--- config.mk ---
export PLATFORM = sky130hd
export DESIGN_NAME = uart_rx
export DESIGN_NICKNAME = d
export VERILOG_FILES = /design/src/rtl/uart_rx.sv
export SDC_FILE = /design/constraint.sdc
export NUM_CORES = 1
export LEC_CHECK = 0
export ABC_AREA = 1
export CAP_MARGIN = 20
export CORE_ASPECT_RATIO = 0.75
export CORE_MARGIN = 2
export CORE_UTILIZATION = 46
export CTS_CLUSTER_SIZE = 14
export DETAILED_ROUTE_END_ITERATION = 8
export DONT_BUFFER_PORTS = 1
export PLACE_DENSITY = 0.65
export SYNTH_ARGS = -nofsm -noshare
export SYNTH_HDL_FRONTEND = slang
export SYNTH_SLANG_ARGS = --single-unit
--- constraint.sdc ---
create_clock -name clk -period 2.7 [get_ports clk]
set_input_delay 0.54 -clock clk [delete_from_list [all_inputs] [get_ports clk]]
set_output_delay 0.54 -clock clk [all_outputs]
set_load 0.005 [all_outputs]
--- src/rtl/uart_rx.sv ---
// 16x-oversampling UART receiver: 8 data bits LSB first, one stop bit.
// Define UART_RX_PARITY_EN to add a parity bit between data and stop (11-bit frame).
`timescale 1ns/1ps

module uart_rx #(
   parameter logic paritymode = 1'b0
) (
   input  logic       clk,
   input  logic       rst_n,
   input  logic       rx,
   output logic [7:0] dataout,
   output logic       rdsig,
   output logic       busy,
   output logic       frameerror,
   output logic       dataerror
);

`ifdef UART_RX_PARITY_EN
   typedef enum logic [2:0] {IDLE, START, DATA, PARITY, STOP} state_t;
   localparam logic [7:0] STOP_CNT = 8'd168;
`else
   typedef enum logic [2:0] {IDLE, START, DATA, STOP} state_t;
   localparam logic [7:0] STOP_CNT = 8'd152;
`endif

   localparam logic [7:0] START_CNT = 8'd8;
   localparam logic [7:0] LAST_DATA_CNT = 8'd136;

   state_t     state_q, state_d;
   logic [7:0] cnt_q, cnt_d;
   logic [7:0] shift_q, shift_d;
   logic [7:0] dataout_q, dataout_d;
   logic       rdsig_q, rdsig_d;
   logic       busy_q, busy_d;
   logic       frameerror_q, frameerror_d;
   logic       rx_meta_q, rx_sync_q;
   logic       rx_prev_q;
   logic [1:0] warm_q, warm_d;
   logic       armed_q, armed_d;
   logic       rx_s;
   logic       fall;
   logic [2:0] bit_idx;

`ifdef UART_RX_PARITY_EN
   localparam logic [7:0] PARITY_CNT = 8'd152;
   logic par_err_q, par_err_d;
   logic dataerror_q, dataerror_d;
`else
   logic unused_paritymode;
   assign unused_paritymode = paritymode;
`endif

   assign rx_s = rx_sync_q;

   // The synchronizer resets to idle-high, so its output is not trusted until
   // two real samples have passed; a line must then be seen high before a
   // falling edge can arm a frame.
   assign fall = armed_q & rx_prev_q & ~rx_s;

   // Data sample points sit at cnt = 24 + 16k; the upper nibble minus one is k.
   assign bit_idx = cnt_q[6:4] - 3'd1;

   always_ff @(posedge clk or negedge rst_n) begin
      if (!rst_n) begin
         rx_meta_q <= 1'b1;
         rx_sync_q <= 1'b1;
         rx_prev_q <= 1'b1;
      end else begin
         rx_meta_q <= rx;
         rx_sync_q <= rx_meta_q;
         rx_prev_q <= rx_sync_q;
      end
   end

   always_ff @(posedge clk or negedge rst_n) begin
      if (!rst_n) begin
         state_q      <= IDLE;
         cnt_q        <= 8'd0;
         shift_q      <= 8'd0;
         dataout_q    <= 8'd0;
         rdsig_q      <= 1'b0;
         busy_q       <= 1'b0;
         frameerror_q <= 1'b0;
         warm_q       <= 2'b00;
         armed_q      <= 1'b0;
      end else begin
         state_q      <= state_d;
         cnt_q        <= cnt_d;
         shift_q      <= shift_d;
         dataout_q    <= dataout_d;
         rdsig_q      <= rdsig_d;
         busy_q       <= busy_d;
         frameerror_q <= frameerror_d;
         warm_q       <= warm_d;
         armed_q      <= armed_d;
      end
   end

`ifdef UART_RX_PARITY_EN
   always_ff @(posedge clk or negedge rst_n) begin
      if (!rst_n) begin
         par_err_q   <= 1'b0;
         dataerror_q <= 1'b0;
      end else begin
         par_err_q   <= par_err_d;
         dataerror_q <= dataerror_d;
      end
   end
`endif

   always_comb begin
      state_d      = state_q;
      cnt_d        = (state_q == IDLE) ? 8'd0 : cnt_q + 8'd1;
      shift_d      = shift_q;
      dataout_d    = dataout_q;
      rdsig_d      = 1'b0;
      busy_d       = busy_q;
      frameerror_d = frameerror_q;
      warm_d       = {warm_q[0], 1'b1};
      armed_d      = armed_q | (warm_q[1] & rx_s);
`ifdef UART_RX_PARITY_EN
      par_err_d    = par_err_q;
      dataerror_d  = dataerror_q;
`endif

      case (state_q)
         IDLE: begin
            if (fall) begin
               state_d = START;
               cnt_d   = 8'd0;
               busy_d  = 1'b1;
            end
         end
         START: begin
            if (cnt_q == START_CNT) begin
               if (rx_s) begin
                  state_d = IDLE;
                  busy_d  = 1'b0;
               end else begin
                  state_d = DATA;
               end
            end
         end
         DATA: begin
            if (cnt_q[3:0] == 4'd8) begin
               shift_d[bit_idx] = rx_s;
               if (cnt_q == LAST_DATA_CNT) begin
`ifdef UART_RX_PARITY_EN
                  state_d = PARITY;
`else
                  state_d = STOP;
`endif
               end
            end
         end
`ifdef UART_RX_PARITY_EN
         PARITY: begin
            if (cnt_q == PARITY_CNT) begin
               par_err_d = rx_s ^ paritymode ^ (^shift_q);
               state_d   = STOP;
            end
         end
`endif
         STOP: begin
            // Errors are reported alongside the byte, not by dropping it.
            if (cnt_q == STOP_CNT) begin
               state_d      = IDLE;
               dataout_d    = shift_q;
               rdsig_d      = 1'b1;
               busy_d       = 1'b0;
               frameerror_d = ~rx_s;
`ifdef UART_RX_PARITY_EN
               dataerror_d  = par_err_q;
`endif
            end
         end
         default: begin
            state_d = IDLE;
            busy_d  = 1'b0;
         end
      endcase
   end

   assign dataout    = dataout_q;
   assign rdsig      = rdsig_q;
   assign busy       = busy_q;
   assign frameerror = frameerror_q;
`ifdef UART_RX_PARITY_EN
   assign dataerror  = dataerror_q;
`else
   assign dataerror  = 1'b0;
`endif

endmodule
==> flow_summary_export.csv, run 1 <==
group,metric,value,unit
sta,finalCritPeriodShare,0.584,
worst_setup_path,crit_fanout,6,
layout,fin_nets,198,
global_route,grt_pass1_wl,4690,um
routing,drt_iter0_markers,55,
logic_synthesis,synth_area_leaders,"dfrtp_1, nand2_1, nor2_1",
run,max_cap_violations,0,
cts,cts_buffers,5,
run_status,status,"finished clean",
worst_setup_path,path_cells,"inv_1, ha_1, or2_1, nand2_1, nand2_1, nor2_1, nor2_1, a21oi_1",
worst_hold_path,holdCritPathClass,"primary input to async pin",
layout,diodes,0,
logic_synthesis,ys_top_cells_by_count,"nand2_1, dfrtp_1, nor2_1",
worst_setup_path,startpoint,"cnt_q[4]$_DFF_PN0_",
floorplan,fp.dieW,71.8,um
worst_setup_path,worst_path_dominant_cell_family,"simple AND/OR/NAND/NOR gates",
sta,fmax,634,MHz
placed_design,port_buffers,0,
sta,finalSetupTns,0,ps
logic_synthesis,synth-seq-cells,35,
sta,rsz0062_at_grt,"no",
logic_synthesis,synth_top_area_cell,"dfrtp_1",
layout,register_area,880,sq um
routing,ant_nets,0,
worst_setup_path,slowest_stage,"dfrtp_1",
global_route,grt_max_degree,33,
sta,final-setup-viol-count,0,
floorplan,dieArea,3940,sq um
logic_synthesis,ys_warn_count,0,
logic_synthesis,synth_top_area_frac,0.505,
layout,instances_no_fill,230,
worst_setup_path,slowest_delay,440,ps
logic_synthesis,synth_edf_count,0,
routing,drc,0,
global_route,antenna_found_initial,0,
worst_setup_path,crit_type,"flip-flop to flip-flop",
floorplan,start_util,0.482,
layout,fillCellCount,306,
global_route,overflow,0,
logic_synthesis,synth.net_count,193,
floorplan,die_h,54.9,um
cts,cts_resized,0,
worst_setup_path,critPathLaunchType,"flip-flop",
floorplan,boundaryPins,15,
routing,via_per_inst,4.99,
pwr,p_leak,0.872,nW
routing,first_pass_iters,4,
global_route,grt_pass1_vias,1029,
sta,whs,68.4,ps
sta,maxSlewViolCount,0,
worst_setup_path,cp.required,2910,ps
worst_setup_path,crit_arrival,1790,ps
logic_synthesis,synth_most_common_cell,"nand2_1",
pwr,power.density,805,nW/um^2
placed_design,dp.cells,221,
placed_design,dp_hpwl,2040,um
logic_synthesis,synthFlopType,"dfrtp_1",
worst_setup_path,crit_buf_inv,1,
sta,finClkSkew,11.2,ps
cts,clockBufferDepth,2,
global_route,grt_use_total,0.163,
logic_synthesis,async_reset_ff_frac,1.00,
cts,htree_levels,2,
layout,fin_area,1770,sq um
worst_setup_path,rr_startpoint,"cnt_q[4]$_DFF_PN0_",
placed_design,place_congestion,0.826,
floorplan,design.core.area,3290,sq um
sta,finalHoldViolCount,0,
layout,area.growth.synth_to_final,11.6,%
logic_synthesis,yosys.cell_types.count,23,
cts,tritoncts,"yes",
logic_synthesis,synth_area_per_cell,8.62,sq um
floorplan,core.rowCount,18,
cts,clock_tree.root_cell,"clkbuf_8",
layout,multiInputGateArea,621,sq um
pwr,power,1.43,mW
cts,cts_sinks,35,
placed_design,placed_cell_area,1610,sq um
routing,routed_wl,2840,um
routing,via_count,1148,
cts,clock_latency,290,ps
pwr,vdd_drop_max,0.415,mV
layout,drive_above_1_share,0.116,
sta,period_minus_slack,1580,ps
routing,wire_per_inst,12.3,um
logic_synthesis,syn_inst,184,
worst_setup_path,end_kind,"flip-flop",
logic_synthesis,synth_area,1590,sq um
cts,clk_pin_slew_worst_paths,70,ps
logic_synthesis,yosysSeqAreaShare,0.554,
power breakdown:
group	switching, mW	total [mW]	internal, mW
Combinational	0.160	0.242	0.0823
Clock	0.192	0.560	0.368
Sequential	0.0486	0.623	0.574
layout make-up:
type,instances,area share
Sequential cell,35,0.497
Multi-Input combinational cell,129,0.351
Clock buffer,5,0.0389
Clock inverter,3,0.0382
Inverter,17,0.0360
Tap cell,40,0.0283
Timing Repair Buffer,1,0.0113
flip-flops by register name, summed over array words and instances (netlist names):
| name | flops |
|---|---|
| armed_q | 1 |
| busy | 1 |
| cnt_q | 8 |
| dataout | 8 |
| frameerror | 1 |
| rdsig | 1 |
| rx_meta_q | 1 |
| rx_prev_q | 1 |
| rx_s | 1 |
| shift_q | 8 |
| state_q | 2 |
| warm_q | 2 |
logic make-up (layout without fill, tap and decap cells):
logic type,count (synthesis),in the layout,synth area share
and+or+nand+nor,94,94,0.249
DFF,35,35,0.554
AOI/OAI and AO/OA,27,27,0.0899
buffers and inverters,20,26,0.0544
adders and majority gates,6,6,0.0473
other,2,2,0.00473
per-layer routing:
metal	track usage	wire (um)	share of wire
met5	0	0	0
met4	0.0660	25	0.0088
met3	0.0534	135	0.048
met2	0.242	1180	0.42
met1	0.222	1500	0.53
placed cells by master, fill, tap and decap left out:
| cell | netlist | layout |
|---|---|---|
| nor2_1 | 28 | 28 |
| ha_1 | 6 | 6 |
| buf_12 | 0 | 1 |
| conb_1 | 2 | 2 |
| bufinv_16 | 0 | 2 |
| nor3_1 | 1 | 1 |
| inv_1 | 15 | 15 |
| nand4_1 | 1 | 1 |
| nand2_1 | 49 | 49 |
| or2_1 | 1 | 1 |
| a21boi_0 | 1 | 1 |
| inv_2 | 2 | 2 |
| nand3_2 | 1 | 1 |
| dfrtp_1 | 32 | 32 |
| nor2_2 | 4 | 4 |
| nor2_4 | 1 | 1 |
| nand2_2 | 2 | 2 |
| o21a_1 | 2 | 2 |
| nand3_1 | 6 | 6 |
| a21oi_1 | 8 | 8 |
| dfstp_2 | 3 | 3 |
| clkbuf_8 | 0 | 5 |
| o21ai_0 | 16 | 16 |
| clkinvlp_4 | 0 | 1 |
timing repair:
item	in CTS	in global routing
hold endpoints to repair	32	0
setup buffers	0	0
hold buffers	1	0
per-stage QoR:
step / setup slack, ps / util
after floorplan: 1310 / -
after detailed placement: 1130 / 0.491
final: 1120 / 0.538
after global routing: 917 / 0.538
after global placement: 1170 / 0.491
after CTS: 1120 / 0.538
worst paths after layout:
path | to | slack [ps] | cells after the start
worst min register to register | rx_s$_DFF_PN1_ | 360 | 0
max in group asynchronous | cnt_q[5]$_DFF_PN0_ | 2460 | 1
worst min-delay path | busy$_DFFE_PN0P_ | 70 | 1
min in group clk | rx_meta_q$_DFF_PN1_ | 250 | 0
worst max register to register | shift_q[0]$_DFFE_PN0P_ | 1120 | 8
worst max-delay path | shift_q[0]$_DFFE_PN0P_ | 1120 | 8
Power figures use the tool's default switching activity.
==> inputs of run 2 (changes only) <==
--- a/config.mk
+++ b/config.mk
@@ -5,7 +5,7 @@
 export SDC_FILE = /design/constraint.sdc
 export NUM_CORES = 1
 export LEC_CHECK = 0
-export ABC_AREA = 1
+export ABC_AREA = 0
 export CAP_MARGIN = 20
 export CORE_ASPECT_RATIO = 0.75
 export CORE_MARGIN = 2
==> constraint.sdc (replaced) <==
create_clock -name clk -period 1.6 [get_ports clk]
set_input_delay 0.32 -clock clk [delete_from_list [all_inputs] [get_ports clk]]
set_output_delay 0.32 -clock clk [all_outputs]
set_load 0.005 [all_outputs]
==> run 2 against run 1 <==
Against the previous run: the run now ends with negative setup slack left; final area increased by 18%; die area increased by 0.89%; sequential share of layout area decreased by 7.7 points; sequential power increased by 78%; clock skew decreased by 5.2 ps; critical endpoint is now state_q[1]$_DFFE_PN0P_; synthesized cell count decreased by 32%; largest cell class unchanged; cell count decreased by 17%; global-route usage increased by 1.9 points; via count decreased by 12%; worst hold slack got worse by 34 ps.
==> flow_summary_export.csv, run 2 <==
group,metric,value,unit
floorplan,dieArea,3970,sq um
pwr,p_leak,0.943,nW
sta,rsz0062_at_grt,"yes",
floorplan,start_util,0.484,
sta,finClkSkew,5.98,ps
worst_setup_path,critPathLaunchType,"flip-flop",
placed_design,place_ws,-191,ps
logic_synthesis,ys_warn_count,0,
worst_setup_path,crit_buf_inv,1,
logic_synthesis,synthFlopType,"dfrtp_1",
pwr,power.density,1460,nW/um^2
worst_setup_path,slowest_stage,"dfrtp_1",
layout,layout_common_cells,"dfrtp_1, buf_4, mux2_2, nor2_1, mux2_4",
worst_setup_path,crit_fanout,3,
cts,clk_pin_slew_worst_paths,70,ps
worst_setup_path,path_cells,"inv_2, ha_4, or3b_4, a2111oi_4, mux2_4",
floorplan,boundaryPins,15,
layout,fin_nets,158,
floorplan,design.core.area,3310,sq um
sta,postLayoutSetupSlackWorst,-231,ps
logic_synthesis,synth_top_area_frac,0.500,
floorplan,fp.dieW,72.1,um
sta,final-setup-viol-count,19,
logic_synthesis,synth-seq-cells,35,
sta,finalCritPeriodShare,1.14,
worst_setup_path,crit_arrival,2000,ps
global_route,grt_pass1_vias,1034,
logic_synthesis,synth_edf_count,0,
sta,period_minus_slack,1830,ps
placed_design,dp_hpwl,2060,um
placed_design,placed_cell_area,1810,sq um
global_route,overflow,0,
logic_synthesis,synth_most_common_cell,"dfrtp_1",
routing,routed_wl,3190,um
sta,whs,34.0,ps
layout,fillCellCount,251,
worst_setup_path,slowest_delay,380,ps
routing,ant_nets,0,
global_route,antenna_found_initial,0,
run_status,status,"complete, but fails checks",
worst_setup_path,end_kind,"flip-flop",
cts,cts_buffers,5,
routing,via_per_inst,5.33,
layout,final_common_cell,"dfrtp_1",
logic_synthesis,synth_area_leaders,"dfrtp_1, mux2_2, dfstp_2",
routing,drt_iter0_markers,62,
pwr,vdd_drop_max,0.794,mV
routing,first_pass_iters,4,
global_route,grt_max_degree,36,
logic_synthesis,syn_inst,126,
layout,fin_area,2090,sq um
routing,via_count,1012,
run_status,violations,"negative setup slack",
logic_synthesis,yosysSeqAreaShare,0.549,
worst_setup_path,cp.required,1770,ps
sta,fmax,546,MHz
sta,finalHoldViolCount,0,
pwr,power,3.05,mW
placed_design,place_congestion,0.799,
cts,tritoncts,"yes",
logic_synthesis,async_reset_ff_frac,1.00,
layout,drive_above_1_share,0.473,
sta,maxSlewViolCount,0,
floorplan,die_h,55.1,um
run,max_cap_violations,0,
routing,drc,0,
logic_synthesis,synth_area_per_cell,12.7,sq um
logic_synthesis,ys_top_cells_by_count,"dfrtp_1, mux2_2, nor2_1",
worst_setup_path,crit_type,"flip-flop to flip-flop",
worst_hold_path,holdCritPathClass,"primary input to flip-flop",
logic_synthesis,yosys.cell_types.count,37,
floorplan,core.rowCount,18,
sta,worst_pin_slew,553,ps
logic_synthesis,synth_top_area_cell,"dfrtp_1",
worst_setup_path,worst_path_dominant_cell_family,"flip-flops",
cts,htree_levels,2,
cts,cts_sinks,35,
routing,wire_per_inst,16.8,um
layout,diodes,0,
logic_synthesis,synth.net_count,135,
cts,clock_tree.root_cell,"clkbuf_8",
cts,clockBufferDepth,2,
global_route,grt_use_total,0.182,
cts,clock_latency,280,ps
logic_synthesis,synth_area,1600,sq um
global_route,grt_pass1_wl,5160,um
sta,relSlewSlack,0.631,
layout,area.growth.synth_to_final,30.7,%
placed_design,port_buffers,0,
run 2: cell families (layout without fill, tap and decap cells):
logic type | Yosys count | after routing | share of synthesized area
other | 2 | 2 | 0.00469
adders and majority gates | 6 | 6 | 0.0469
xor gates and xnor gates | 6 | 6 | 0.0328
AOI/OAI and AO/OA | 10 | 10 | 0.0492
muxes | 18 | 18 | 0.126
DFF | 35 | 35 | 0.549
buffers and inverters | 13 | 37 | 0.0406
and+or+nand+nor | 36 | 36 | 0.151
run 2: where the power goes:
group          switching (mW)  internal [mW]
clock network           0.305          0.504
registers               0.110          0.997
logic                   0.562          0.572
run 2: path summary, 6_finish.rpt:
check                      cells past startpoint  slack (ps)                     end                start
setup / recovery                               5        -230  state_q[1]$_DFFE_PN0P_   cnt_q[4]$_DFF_PN0_
hold / removal                                 0          30     rx_meta_q$_DFF_PN1_                   rx
setup reg to reg                               5        -230  state_q[1]$_DFFE_PN0P_   cnt_q[4]$_DFF_PN0_
hold reg to reg                                0         360     warm_q[1]$_DFF_PN0_  warm_q[0]$_DFF_PN0_
max in group asynchronous                      2         850          rx_s$_DFF_PN1_                rst_n
min in group asynchronous                      2         510      cnt_q[3]$_DFF_PN0_                rst_n
run 2: metal layers:
layer,share of wire,up-vias,GRT usage
met5,0,-,0
met4,0.014,0,0.0912
met3,0.044,6,0.0562
met2,0.46,25,0.278
met1,0.48,496,0.237
li1,-,485,-
run 2: area by class of cell:
class | instances | area, sq um | share of cell area
clock buffer | 6 | 82.6 | 0.0395
inverter | 7 | 26.3 | 0.0126
multi-input combinational | 78 | 820 | 0.392
tap | 40 | 50.0 | 0.0239
timing repair buffer | 22 | 200 | 0.0956
clock inverter | 2 | 35.0 | 0.0167
sequential | 35 | 880 | 0.420
run 2: repair_timing:
item / in CTS / in global routing
hold endpoints to repair: 35 / 0
hold buffers: 2 / 0
resized for setup: 6 / 12
endpoints found under the setup margin: 17 / 20
pin swaps: 1 / 4
buffers inserted: 2 / 2
run 2: stage by stage:
stage	TNS, ps	instances	utilization
floorplan	-1790	126	-
global placement	-892	176	0.546
detailed placement	-1450	176	0.546
CTS	-1510	188	0.604
global route	-3660	190	0.632
finish	-1890	190	0.632
